File: src/rtl/mult_sched_pkg.sv
// mult_sched_pkg: shared state encoding and ID width helper for mult_scheduler
package mult_sched_pkg;
  typedef enum logic [1:0] {IDLE = 2'd0, RUN = 2'd1, RELEASE = 2'd2, RESP = 2'd3} state_t;
  function automatic int ID_W(input int n);
    return (n < 2) ? 1 : $clog2(n);
  endfunction
endpackage

File: src/rtl/rr_arbiter.sv
// rr_arbiter: combinational round-robin one-hot grant, searching upward from last+1
module rr_arbiter
  import mult_sched_pkg::*;
#(
  parameter int N = 4,
  parameter int W = ID_W(N)
) (
  input  logic [N-1:0] req,
  input  logic [W-1:0] last,
  output logic [N-1:0] grant
);
  // Walk from farthest to nearest so the nearest valid requester is the final write
  always_comb begin
    grant = '0;
    for (int k = N; k >= 1; k--)
      if (req[(int'(last) + k) % N]) grant = N'(1) << ((int'(last) + k) % N);
  end
endmodule

File: src/rtl/mult_scheduler.sv
// mult_scheduler: round-robin sharing of one start/done multiplier among NUM_REQ clients,
// with a watchdog that turns a hung multiplier into an error response.
module mult_scheduler
  import mult_sched_pkg::*;
#(
  parameter int NUM_REQ = 4,
  parameter int WIDTH   = 8,
  parameter int TIMEOUT = 64,
  localparam int IW     = ID_W(NUM_REQ)
) (
  input  logic                     clk,
  input  logic                     rst_n,
  input  logic [NUM_REQ-1:0]       req_valid,
  output logic [NUM_REQ-1:0]       req_ready,
  input  logic [NUM_REQ*WIDTH-1:0] req_a,
  input  logic [NUM_REQ*WIDTH-1:0] req_b,
  output logic                     resp_valid,
  input  logic                     resp_ready,
  output logic [IW-1:0]            resp_id,
  output logic [2*WIDTH-1:0]       resp_product,
  output logic                     resp_err,
  output logic                     mul_start,
  output logic [WIDTH-1:0]         mul_a,
  output logic [WIDTH-1:0]         mul_b,
  input  logic                     mul_done,
  input  logic [2*WIDTH-1:0]       mul_product
);
  localparam int WW = $clog2(TIMEOUT);
  state_t             state_q, state_d;
  logic [IW-1:0]      last_q, last_d, resp_id_q, resp_id_d, sel;
  logic [WW-1:0]      wd_q, wd_d;
  logic [WIDTH-1:0]   mul_a_q, mul_a_d, mul_b_q, mul_b_d;
  logic [2*WIDTH-1:0] resp_product_q, resp_product_d;
  logic               resp_err_q, resp_err_d, resp_valid_q, resp_valid_d, mul_start_q, mul_start_d;
  logic [NUM_REQ-1:0] grant;
  rr_arbiter #(.N(NUM_REQ)) u_arb (.req(req_valid), .last(last_q), .grant(grant));
  always_comb begin
    sel = '0;
    for (int i = 0; i < NUM_REQ; i++) if (grant[i]) sel = IW'(i);
  end
  // A still-high mul_done means the multiplier has not returned to idle; hold off new work
  assign req_ready = (state_q == IDLE && !mul_done) ? grant : '0;
  always_comb begin
    state_d        = state_q;
    last_d         = last_q;
    wd_d           = wd_q;
    mul_a_d        = mul_a_q;
    mul_b_d        = mul_b_q;
    resp_id_d      = resp_id_q;
    resp_product_d = resp_product_q;
    resp_err_d     = resp_err_q;
    resp_valid_d   = resp_valid_q;
    mul_start_d    = mul_start_q;
    case (state_q)
      IDLE: if (|req_ready) begin
        state_d     = RUN;
        last_d      = sel;
        resp_id_d   = sel;
        wd_d        = '0;
        mul_a_d     = req_a[sel*WIDTH +: WIDTH];
        mul_b_d     = req_b[sel*WIDTH +: WIDTH];
        mul_start_d = 1'b1;
      end
      RUN: begin
        wd_d = wd_q + 1'b1;
        if (mul_done || wd_q == WW'(TIMEOUT - 1)) begin
          state_d        = RELEASE;
          mul_start_d    = 1'b0;
          resp_product_d = mul_done ? mul_product : '0;
          resp_err_d     = !mul_done;
        end
      end
      RELEASE: if (!mul_done) begin
        state_d      = RESP;
        resp_valid_d = 1'b1;
      end
      RESP: if (resp_ready) begin
        state_d      = IDLE;
        resp_valid_d = 1'b0;
      end
      default: state_d = IDLE;
    endcase
  end
  always_ff @(posedge clk or negedge rst_n) begin
    if (!rst_n) begin
      state_q        <= IDLE;
      last_q         <= IW'(NUM_REQ - 1);
      wd_q           <= '0;
      mul_a_q        <= '0;
      mul_b_q        <= '0;
      resp_id_q      <= '0;
      resp_product_q <= '0;
      resp_err_q     <= 1'b0;
      resp_valid_q   <= 1'b0;
      mul_start_q    <= 1'b0;
    end else begin
      state_q        <= state_d;
      last_q         <= last_d;
      wd_q           <= wd_d;
      mul_a_q        <= mul_a_d;
      mul_b_q        <= mul_b_d;
      resp_id_q      <= resp_id_d;
      resp_product_q <= resp_product_d;
      resp_err_q     <= resp_err_d;
      resp_valid_q   <= resp_valid_d;
      mul_start_q    <= mul_start_d;
    end
  end
  assign mul_start    = mul_start_q;
  assign mul_a        = mul_a_q;
  assign mul_b        = mul_b_q;
  assign resp_valid   = resp_valid_q;
  assign resp_id      = resp_id_q;
  assign resp_product = resp_product_q;
  assign resp_err     = resp_err_q;
endmodule

File: config.mk
export PLATFORM = sky130hd
export DESIGN_NAME = mult_scheduler
export DESIGN_NICKNAME = d
export VERILOG_FILES = /design/src/rtl/mult_sched_pkg.sv /design/src/rtl/rr_arbiter.sv /design/src/rtl/mult_scheduler.sv
export SDC_FILE = /design/constraint.sdc
export NUM_CORES = 1
export LEC_CHECK = 0
export ABC_AREA = 1
export CAP_MARGIN = 15
export CELL_PAD_IN_SITES_DETAIL_PLACEMENT = 0
export CELL_PAD_IN_SITES_GLOBAL_PLACEMENT = 2
export CORE_MARGIN = 2
export CORE_UTILIZATION = 22
export DETAILED_ROUTE_END_ITERATION = 6
export PLACE_DENSITY = 0.86
export SYNTH_ARGS = -nofsm -noshare
export SYNTH_HDL_FRONTEND = slang
export SYNTH_SLANG_ARGS = --single-unit
File: constraint.sdc
create_clock -name clk -period 2.8 [get_ports clk]
set_clock_uncertainty 0.05 [all_clocks]
set_input_delay 0.42 -clock clk [delete_from_list [all_inputs] [get_ports clk]]
set_output_delay 0.42 -clock clk [all_outputs]
set_load 0.01 [all_outputs]
==> metrics <==
Critical Path Max Stage Delay=0.53 ns; grt ovf=0; antenna violations before repair=0; CP Cell Sequence=inv_1, ha_4, inv_1, nand3_2, nand2_2, or2_1, nand3_1, nand2_1, nand2_1, inv_1, dlygate4sd2_1; Max VDD drop=0.649 mV; CTS Sinks=47; worst min-delay path class=in -> async; Die Area=15300 um2; post-layout min period=2.63 ns; Mapped Avg Cell Area=6.95 um2; vias in the first global route=3470; worst reg2reg path endpoint=mul_b[4]; ratio of cells with drive above 1 in the final layout=11.0%; Synth Net Count=554; Max Fanout on Critical Path=5; top_reg_cell synth=dfrtp_1; CP bufs+invs=4; RSZ-0062 raised after global routing=no; Worst setup SP type=register; total of max-cap violations=0; Num CTS Buffers=5; worst reg-to-reg setup slack=0.29 ns; Worst path depth=11; final max-slew violation count=0; Post-Syn Area=3150 um2; Lkg Pwr=0.00254 uW; Synth area leader=dfrtp_1; Setup crit end=req_ready[0]; Worst-path clk slew=0.06 ns; Final Hold Fails=0; endpoints failing setup=0; top cells by area, synth=dfrtp_1, nand2_1, inv_1; Post-synth EDFFs=0; Layout Utilization=35.6%; global-route usage over all layers=13.7%; delay-heaviest family, CP=simple AND/OR/NAND/NOR gates; hold_buf cts=0; worst-margin pin slew=0.498 ns; Netlist cell types=30; Setup TNS=0 ns; Required @ worst endpoint=2.33 ns; first-pass GRT wire length=16600 um; Pwr Density=1420 nW/um2; Critical path origin=last_q[1]; Core Box Area=13900 um2; htree depth=2; nets@finish=701; post-synthesis sequential area ratio=37.4%; CTS tree=done; R2R cell count=14; status=completed; ys async rst share=100%; clk buf depth=2; worst rel slew slack=66.8%; Yosys warning count=0; Reg-to-Reg Start=last_q[1]; post-route ant nets=0; DIE WIDTH=124 um; clock root buffer=clkbuf_16; site row count=43; Skew-Pair Late Insertion Delay=0.28 ns; Remaining DRCs=0; Syn Inst Count=453; FMAX=380 MHz; antenna diode count=0; drt wl/cell=13.5 um; Die Y=124 um; fin crit share=94.1%; most frequent CP cell=inv_1; critical path class=reg -> out; io pins=129; crit path DAT=2.16 ns; Placer Congestion=0.852; top cell type's share of synthesized area=35.8%; via count of the routed design=3345; type of element capturing the critical path=output port; Detailed Route WL=10500 um; Layout fillers=1466; vias per cell=4.28; drt pass-1 iters=4; dpl hpwl=8330 um; Synth Register Bits=47; Critical-path top delay cell=dfstp_2; Initial Util=22.6%; PortBufs=128; 1st-iter DRT viols=152; Area Growth Syn to Fin=57.6%; largest net degree at the start of global routing=47
==> state kept, by name, indices dropped and copies added (netlist names) <==
signal        cells
state_q           2
mul_start         1
resp_product     16
resp_err          1
resp_valid        1
mul_a             8
resp_id           2
mul_b             8
wd_q              6
last_q            2
==> what timing repair did <==
item,CTS,global route
gates cloned,0,1
pin swaps,2,1
buffers inserted,1,4
resized for setup,8,1
setup endpoints to repair,4,6
==> cells in the mapped netlist (2+ instances only) <==
cell type	number
nand3b_1	8
inv_2	3
buf_6	2
o21ai_2	2
or2_2	12
nand3_1	40
buf_4	2
a21oi_1	11
ha_1	13
o21ai_0	6
inv_1	54
o21ai_1	3
a22o_1	16
nand2_1	160
nand2_2	7
nor3b_1	2
buf_2	6
nor2_1	47
dfstp_2	2
dfrtp_1	45
nand2_4	3
==> layout by cell type (no fill, tap or decap), drive strengths merged <==
cell	synthesis	layout
clkinv	1	3
a22o	16	16
nand3	40	40
nor3	1	1
a21oi	11	11
a22oi	1	1
buf	11	24
nand3b	8	8
ha	13	13
nor4	1	1
or2	14	14
inv	57	57
clkdlybuf4s50	0	123
nor2	48	49
nor3b	2	2
dlygate4sd2	0	4
dfstp	2	2
bufinv	0	1
dfrtp	45	45
o21ai	11	11
nand2	170	170
clkbuf	1	5
==> logic make-up (layout without fill, tap and decap cells) <==
| kind of cell | after synthesis | in the layout | synth area share [%] |
|---|---|---|---|
| compound gates | 39 | 39 | 8.43 |
| fa+ha+maj | 13 | 13 | 5.17 |
| buf+inv | 70 | 217 | 9.30 |
| flops | 47 | 47 | 37.4 |
| simple gates | 284 | 285 | 39.7 |
==> area by class of cell <==
class / instances / area [um2] / area share, %
inverters: 58 / 218 / 4.39
well taps: 180 / 225 / 4.54
multi-input cells: 337 / 1720 / 34.6
clock buffers: 5 / 125 / 2.52
clock inverters: 3 / 43.8 / 0.883
repair buffers: 151 / 1460 / 29.3
flip-flops and latches: 47 / 1180 / 23.8
==> layer usage <==
layer  wire length, um  track usage (%)  vias up
met5                 0                0        -
met4               187             2.98        0
met3               570             2.29       10
met2              5070             24.2       82
met1              4710             17.5     1547
li1                  -                -     1706
==> power by group <==
group          internal [uW]  total (uW)  leakage [uW]  switching, uW
clock network            421         673     0.0000838            252
logic                   2120        5160       0.00187           3050
registers               1020        1200      0.000587            177
==> worst register-to-register path, stage by stage, from the launching register on <==
cell	delay, ns
dfstp_2	0.53
inv_1	0.07
ha_4	0.29
inv_1	0.05
nand3_2	0.10
nand2_2	0.09
or2_1	0.21
nand3_1	0.08
nand2_1	0.05
nand2_1	0.08
nand2_1	0.21
nor2_8	0.22
inv_2	0.17
nand3_1	0.12
nand3_1	0.07
==> how the worst min path moves through the flow <==
| stage | start | end | slack [ns] | cells after the start |
|---|---|---|---|---|
| 4_1_cts | rst_n | mul_a[2] | 0.33 | 1 |
| 6_report | rst_n | mul_a[6] | 0.04 | 1 |
| 5_1_grt | rst_n | mul_a[6] | 0.07 | 1 |
| 2_1_floorplan | rst_n | mul_a[0] | 0.07 | 0 |
| 3_5_place_dp | mul_b[3] | mul_b[3] | 0.42 | 2 |
| 3_3_place_gp | resp_id[1] | resp_id[1] | 0.41 | 2 |
==> stage by stage <==
step | area (um2) | total power [uW] | std cells | worst slack (ns) | hold WS (ns)
2_1_floorplan | 3150 | 4490 | 453 | 0.343 | 0.0744
3_3_place_gp | 4700 | 6160 | 766 | 0.0387 | 0.409
3_5_place_dp | 4700 | 6210 | 766 | 0.0203 | 0.416
4_1_cts | 4900 | 6980 | 775 | 0.146 | 0.328
5_1_grt | 4960 | 7830 | 781 | 0.0331 | 0.0666
6_report | 4960 | 7030 | 781 | 0.165 | 0.0365
No activity file was read; power rests on OpenSTA's default activity.
